## config.mk

```make
export PLATFORM = sky130hd
export DESIGN_NAME = traffic_sensor_conditioner
export DESIGN_NICKNAME = d
export VERILOG_FILES = /design/src/rtl/traffic_sensor_conditioner.sv
export SDC_FILE = /design/constraint.sdc
export NUM_CORES = 1
export LEC_CHECK = 0
export ABC_AREA = 1
export CORE_ASPECT_RATIO = 0.9
export CORE_MARGIN = 4
export CORE_UTILIZATION = 35
export CTS_BUF_LIST = sky130_fd_sc_hd__clkbuf_8
export DETAILED_ROUTE_END_ITERATION = 8
export PLACE_DENSITY_LB_ADDON = 0.12
export SLEW_MARGIN = 20
export SYNTH_ARGS = -nofsm -noshare
export SYNTH_HDL_FRONTEND = slang
export SYNTH_SLANG_ARGS = --single-unit
```

## constraint.sdc

```tcl
create_clock -name clock -period 1.49 [get_ports clock]
set_clock_uncertainty 0.15 [all_clocks]
set_input_delay 0.447 -clock clock [delete_from_list [all_inputs] [get_ports clock]]
set_output_delay 0.447 -clock clock [all_outputs]
set_load 0.01 [all_outputs]
```

## src/rtl/traffic_sensor_conditioner.sv

```systemverilog
// traffic_sensor_conditioner
// Turns the raw, asynchronous, bouncy street-A/street-B vehicle detectors into
// clean traffic-present levels TA/TB for the traffic-light controller, plus a
// one-cycle arrival pulse per debounced car. Each channel is a 2-flop
// synchronizer, a debounce filter and an IDLE/OCCUPIED/HOLD occupancy FSM.
// Optional feature: define TRAFFIC_COUNT_EN to add saturating arrival counters
// (count_a/count_b) with a clear_counts input; without it those ports do not exist.
module traffic_sensor_conditioner #(
    parameter int DEBOUNCE_CYCLES = 4,
    parameter int HOLD_CYCLES     = 8
`ifdef TRAFFIC_COUNT_EN
    ,
    parameter int CNT_W           = 8
`endif
) (
    input  logic             clock,
    input  logic             reset,
    input  logic             sensor_a_raw,
    input  logic             sensor_b_raw,
`ifdef TRAFFIC_COUNT_EN
    input  logic             clear_counts,
    output logic [CNT_W-1:0] count_a,
    output logic [CNT_W-1:0] count_b,
`endif
    output logic             TA,
    output logic             TB,
    output logic             car_a_pulse,
    output logic             car_b_pulse
);

    // Counter widths hold DEBOUNCE_CYCLES-1 and HOLD_CYCLES-1; at least one bit.
    localparam int DCNT_W = (DEBOUNCE_CYCLES > 1) ? $clog2(DEBOUNCE_CYCLES) : 1;
    localparam int HCNT_W = (HOLD_CYCLES > 1) ? $clog2(HOLD_CYCLES) : 1;

    typedef enum logic [1:0] {
        IDLE     = 2'd0,
        OCCUPIED = 2'd1,
        HOLD     = 2'd2
    } hold_state_t;

    logic [1:0] raw;
    logic [1:0] present;
    logic [1:0] pulse;

    assign raw = {sensor_b_raw, sensor_a_raw};

    // Channel 0 is street A, channel 1 is street B; the two never interact.
    for (genvar ch = 0; ch < 2; ch++) begin : g_chan
        logic              s1;
        logic              s2;
        logic              filt;
        logic [DCNT_W-1:0] dcnt;
        logic [HCNT_W-1:0] hcnt;
        logic [HCNT_W-1:0] hcnt_next;
        hold_state_t       state;
        hold_state_t       state_next;
        logic              pulse_r;

        // Bring the asynchronous detector into the clock domain.
        always_ff @(posedge clock) begin
            if (reset) begin
                s1 <= 1'b0;
                s2 <= 1'b0;
            end else begin
                s1 <= raw[ch];
                s2 <= s1;
            end
        end

        // Accept a new level only after it has been stable for DEBOUNCE_CYCLES cycles.
        always_ff @(posedge clock) begin
            if (reset) begin
                filt <= 1'b0;
                dcnt <= '0;
            end else if (s2 == filt) begin
                dcnt <= '0;
            end else if (dcnt == DCNT_W'(DEBOUNCE_CYCLES - 1)) begin
                filt <= s2;
                dcnt <= '0;
            end else begin
                dcnt <= dcnt + DCNT_W'(1);
            end
        end

        // Occupancy next-state: a re-arrival during HOLD wins over hold expiry.
        always_comb begin
            state_next = state;
            hcnt_next  = hcnt;
            case (state)
                IDLE: begin
                    if (filt) state_next = OCCUPIED;
                end
                OCCUPIED: begin
                    if (!filt) begin
                        state_next = HOLD;
                        hcnt_next  = HCNT_W'(HOLD_CYCLES - 1);
                    end
                end
                HOLD: begin
                    if (filt) begin
                        state_next = OCCUPIED;
                    end else if (hcnt == '0) begin
                        state_next = IDLE;
                    end else begin
                        hcnt_next = hcnt - HCNT_W'(1);
                    end
                end
                default: state_next = IDLE;
            endcase
        end

        // State register; the arrival pulse marks every entry into OCCUPIED.
        always_ff @(posedge clock) begin
            if (reset) begin
                state   <= IDLE;
                hcnt    <= '0;
                pulse_r <= 1'b0;
            end else begin
                state   <= state_next;
                hcnt    <= hcnt_next;
                pulse_r <= (state_next == OCCUPIED) && (state != OCCUPIED);
            end
        end

        assign present[ch] = (state != IDLE);
        assign pulse[ch]   = pulse_r;
    end

    assign TA          = present[0];
    assign TB          = present[1];
    assign car_a_pulse = pulse[0];
    assign car_b_pulse = pulse[1];

`ifdef TRAFFIC_COUNT_EN
    localparam logic [CNT_W-1:0] CNT_MAX = '1;

    // Saturating arrival counters; clear beats a coincident arrival.
    always_ff @(posedge clock) begin
        if (reset || clear_counts) begin
            count_a <= '0;
            count_b <= '0;
        end else begin
            if (car_a_pulse && (count_a != CNT_MAX)) count_a <= count_a + CNT_W'(1);
            if (car_b_pulse && (count_b != CNT_MAX)) count_b <= count_b + CNT_W'(1);
        end
    end
`endif

endmodule

```

==> flow_metrics.tcl <==
set metrics [dict create \
    status "finished, final reports clean" \
    syn_nets 134 \
    setup.worst_path.start "g_chan[0].state[0]" \
    r2r_slack_ns 0.21 \
    reg2reg_from "g_chan[1].hcnt[0]" \
    dr.pass1.iters 2 \
    synth_top_area_cell "dfxtp_1" \
    maxUsedRoutingLayer "met4" \
    grt_max_degree 14 \
    min_period_over_period 0.990 \
    synth-seq-cells 22 \
    die_h_um 57.8 \
    worstSetupEndpointType "primary output" \
    power_frac_seq 0.505 \
    final_cell_mix "nor2_1 (24), inv_1 (22), nand2_1 (21)" \
    die-area_um2 3660 \
    clockBufferDepth 2 \
    ys_seq_area_frac 0.457 \
    rows 17 \
    drt-vias-per-instance 4.34 \
    cts_tree "done" \
    cp_max_fo 2 \
    root_buffer "clkbuf_8" \
    multi_input_area_um2 420 \
    path_clk_slew_ns 0.08 \
    ys_warn_count 0 \
    boundaryPins 8 \
    areaGrowthSynthToFinish_pct 24.4 \
    drive_above_1_share 0.199 \
    netlist_instances 124 \
    yosysUniqueCellTypes 22 \
    power.switching_w 0.000210 \
    worstPathArrival_ns 0.88 \
    first_iter_violations 25 \
    cts_htree_levels 1 \
    finalCriticalPeriod_ns 1.47 \
    final.fill_count 248 \
    mostFrequentLayoutCell "nor2_1" \
    fin_util 0.470 \
    power_density_nw_per_um2 985 \
    tightest_slew_ns 0.233 \
    max_freq_ghz 0.678 \
    hold_slack_ns 0.258 \
    finalHoldViolCount 0 \
    grt_pass1_wl_mm 2.91 \
    final_antenna_net_count 0 \
    drt-met1-wl_um 774 \
    hold_class "reg -> reg" \
    yosys.area.top_type_share 0.457 \
    cts_sinks 22 \
    clock_latency_ns 0.26 \
    wl_met3_um 55 \
    crit_required_ns 0.89 \
    slew_headroom 0.844 \
    power_leakage_nw 0.577 \
    drv_cap 0 \
    hold_start "g_chan[0].s1" \
    antenna_cells 0 \
    via_count 733 \
    grt_overflow 0 \
    maxSlewViolCount 0 \
    p_clk_frac 0.465 \
    critical_path_class "reg -> out" \
    holdBufCountCts 0 \
    dieWidth_um 63.3 \
    cts_buffers 3 \
    vdd_drop_max_v 0.000602 \
    rsz0062_at_grt "true" \
    io_buffers 7 \
    ff_latch_area_um2 445 \
    gp_congestion 0.710 \
    p_sw_frac 0.178 \
    syn-mean-instance-area_um2 7.78 \
    wl_per_cell_um 8.88 \
    setup_violations 0 \
    wl_met2_um 662 \
    combPwrFrac 0.030 \
    start_kind "register" \
    place_hpwl_mm 1.16 \
    core_area_um2 2550 \
    antenna_found_initial 0 \
    grt_pass1_vias 676 \
    intPower_w 0.000971 \
    initial_core_util 0.378 \
    yosys-top-cells-area "dfxtp_1 (46%), nor2_1 (9.3%), inv_1 (8.6%)" \
    grt_usage 0.0972 \
    nets 152 \
    netlist_area_um2 965 \
    wl_mm 1.50 \
    drcViolationCount 0 \
]
==> synthesized netlist by cell type <==
| cell | count |
|---|---|
| nand2_2 | 1 |
| or2_1 | 1 |
| xnor2_1 | 1 |
| inv_2 | 2 |
| and3_1 | 1 |
| a21oi_1 | 5 |
| inv_6 | 1 |
| nand3_2 | 2 |
| nand2_1 | 21 |
| o211ai_1 | 2 |
| nand3_1 | 3 |
| o21ai_1 | 2 |
| nor2_2 | 2 |
| nor3_1 | 1 |
| dfxtp_1 | 22 |
| ha_1 | 6 |
| buf_2 | 1 |
| nor2_1 | 24 |
| nand3_4 | 1 |
| inv_1 | 22 |
| nor2_4 | 2 |
| nand4_1 | 1 |
==> stage by stage <==
step	total power, W	cells	instance area, µm²	worst slack (ns)	TNS, ns
2_1_floorplan	0.000629	124	965	0.287	0
3_3_place_gp	0.000647	164	1120	-0.115	-1.03
3_5_place_dp	0.000648	164	1120	-0.129	-1.16
4_1_cts	0.00120	169	1190	0.000182	0
5_1_grt	0.00123	169	1200	-0.0450	-0.0450
6_report	0.00118	169	1200	0.0154	0
==> logic make-up after synthesis <==
| logic type | Yosys count | share of synthesized area |
|---|---|---|
| AND/OR/NAND/NOR | 60 | 0.297 |
| buffers and inverters | 26 | 0.108 |
| flip-flops | 22 | 0.457 |
| AO/OA/AOI/OAI | 9 | 0.0519 |
| adder cells (fa/ha/maj) | 6 | 0.0778 |
| XOR/XNOR | 1 | 0.00908 |
==> timing repair <==
action,4_1_cts,5_1_grt
gates resized for setup,14,1
endpoints found under the setup margin,4,2
buffers inserted,1,0
pin swaps,1,0
==> metal layers <==
layer  track usage  vias to the layer above
li1              -                      408
met1         0.124                      315
met2         0.153                        8
met3        0.0368                        2
met4        0.0277                        0
met5             0                        -
==> power groups by stage <==
stage	Clock (W)	Sequential, W	Combinational (W)
6_report	0.000549	0.000597	0.0000355
5_1_grt	0.000597	0.000598	0.0000391
4_1_cts	0.000567	0.000597	0.0000366
3_5_place_dp	0	0.000611	0.0000367
3_3_place_gp	0	0.000611	0.0000361
2_1_floorplan	0	0.000610	0.0000191
==> sequential cells by signal, summed over array words and instances, names as in the netlist <==
register,flops
car_b_pulse,1
g_chan.dcnt,4
g_chan.hcnt,6
g_chan.s2,2
car_a_pulse,1
g_chan.state,4
g_chan.s1,2
g_chan.filt,2
==> cell type report <==
| cell class | count | area share |
|---|---|---|
| clock buffers | 3 | 0.0344 |
| clock inverters | 1 | 0.0250 |
| inverters | 25 | 0.0824 |
| multi-input cells | 76 | 0.350 |
| flip-flops and latches | 22 | 0.371 |
| well taps | 28 | 0.0292 |
| repair buffers | 14 | 0.107 |
==> final timing paths <==
| check | end | cells after the start |
|---|---|---|
| setup / recovery | TA | 3 |
| setup reg to reg | g_chan[1].hcnt[1] | 8 |
| hold / removal | g_chan[0].s2 | 2 |
| hold reg to reg | g_chan[0].s2 | 2 |
==> critical path, stage by stage, from the launching register on <==
cell	delay [ns]
dfxtp_2	0.33
nor2_2	0.11
inv_1	0.05
buf_2	0.13
(Power assumes the default switching activity.)
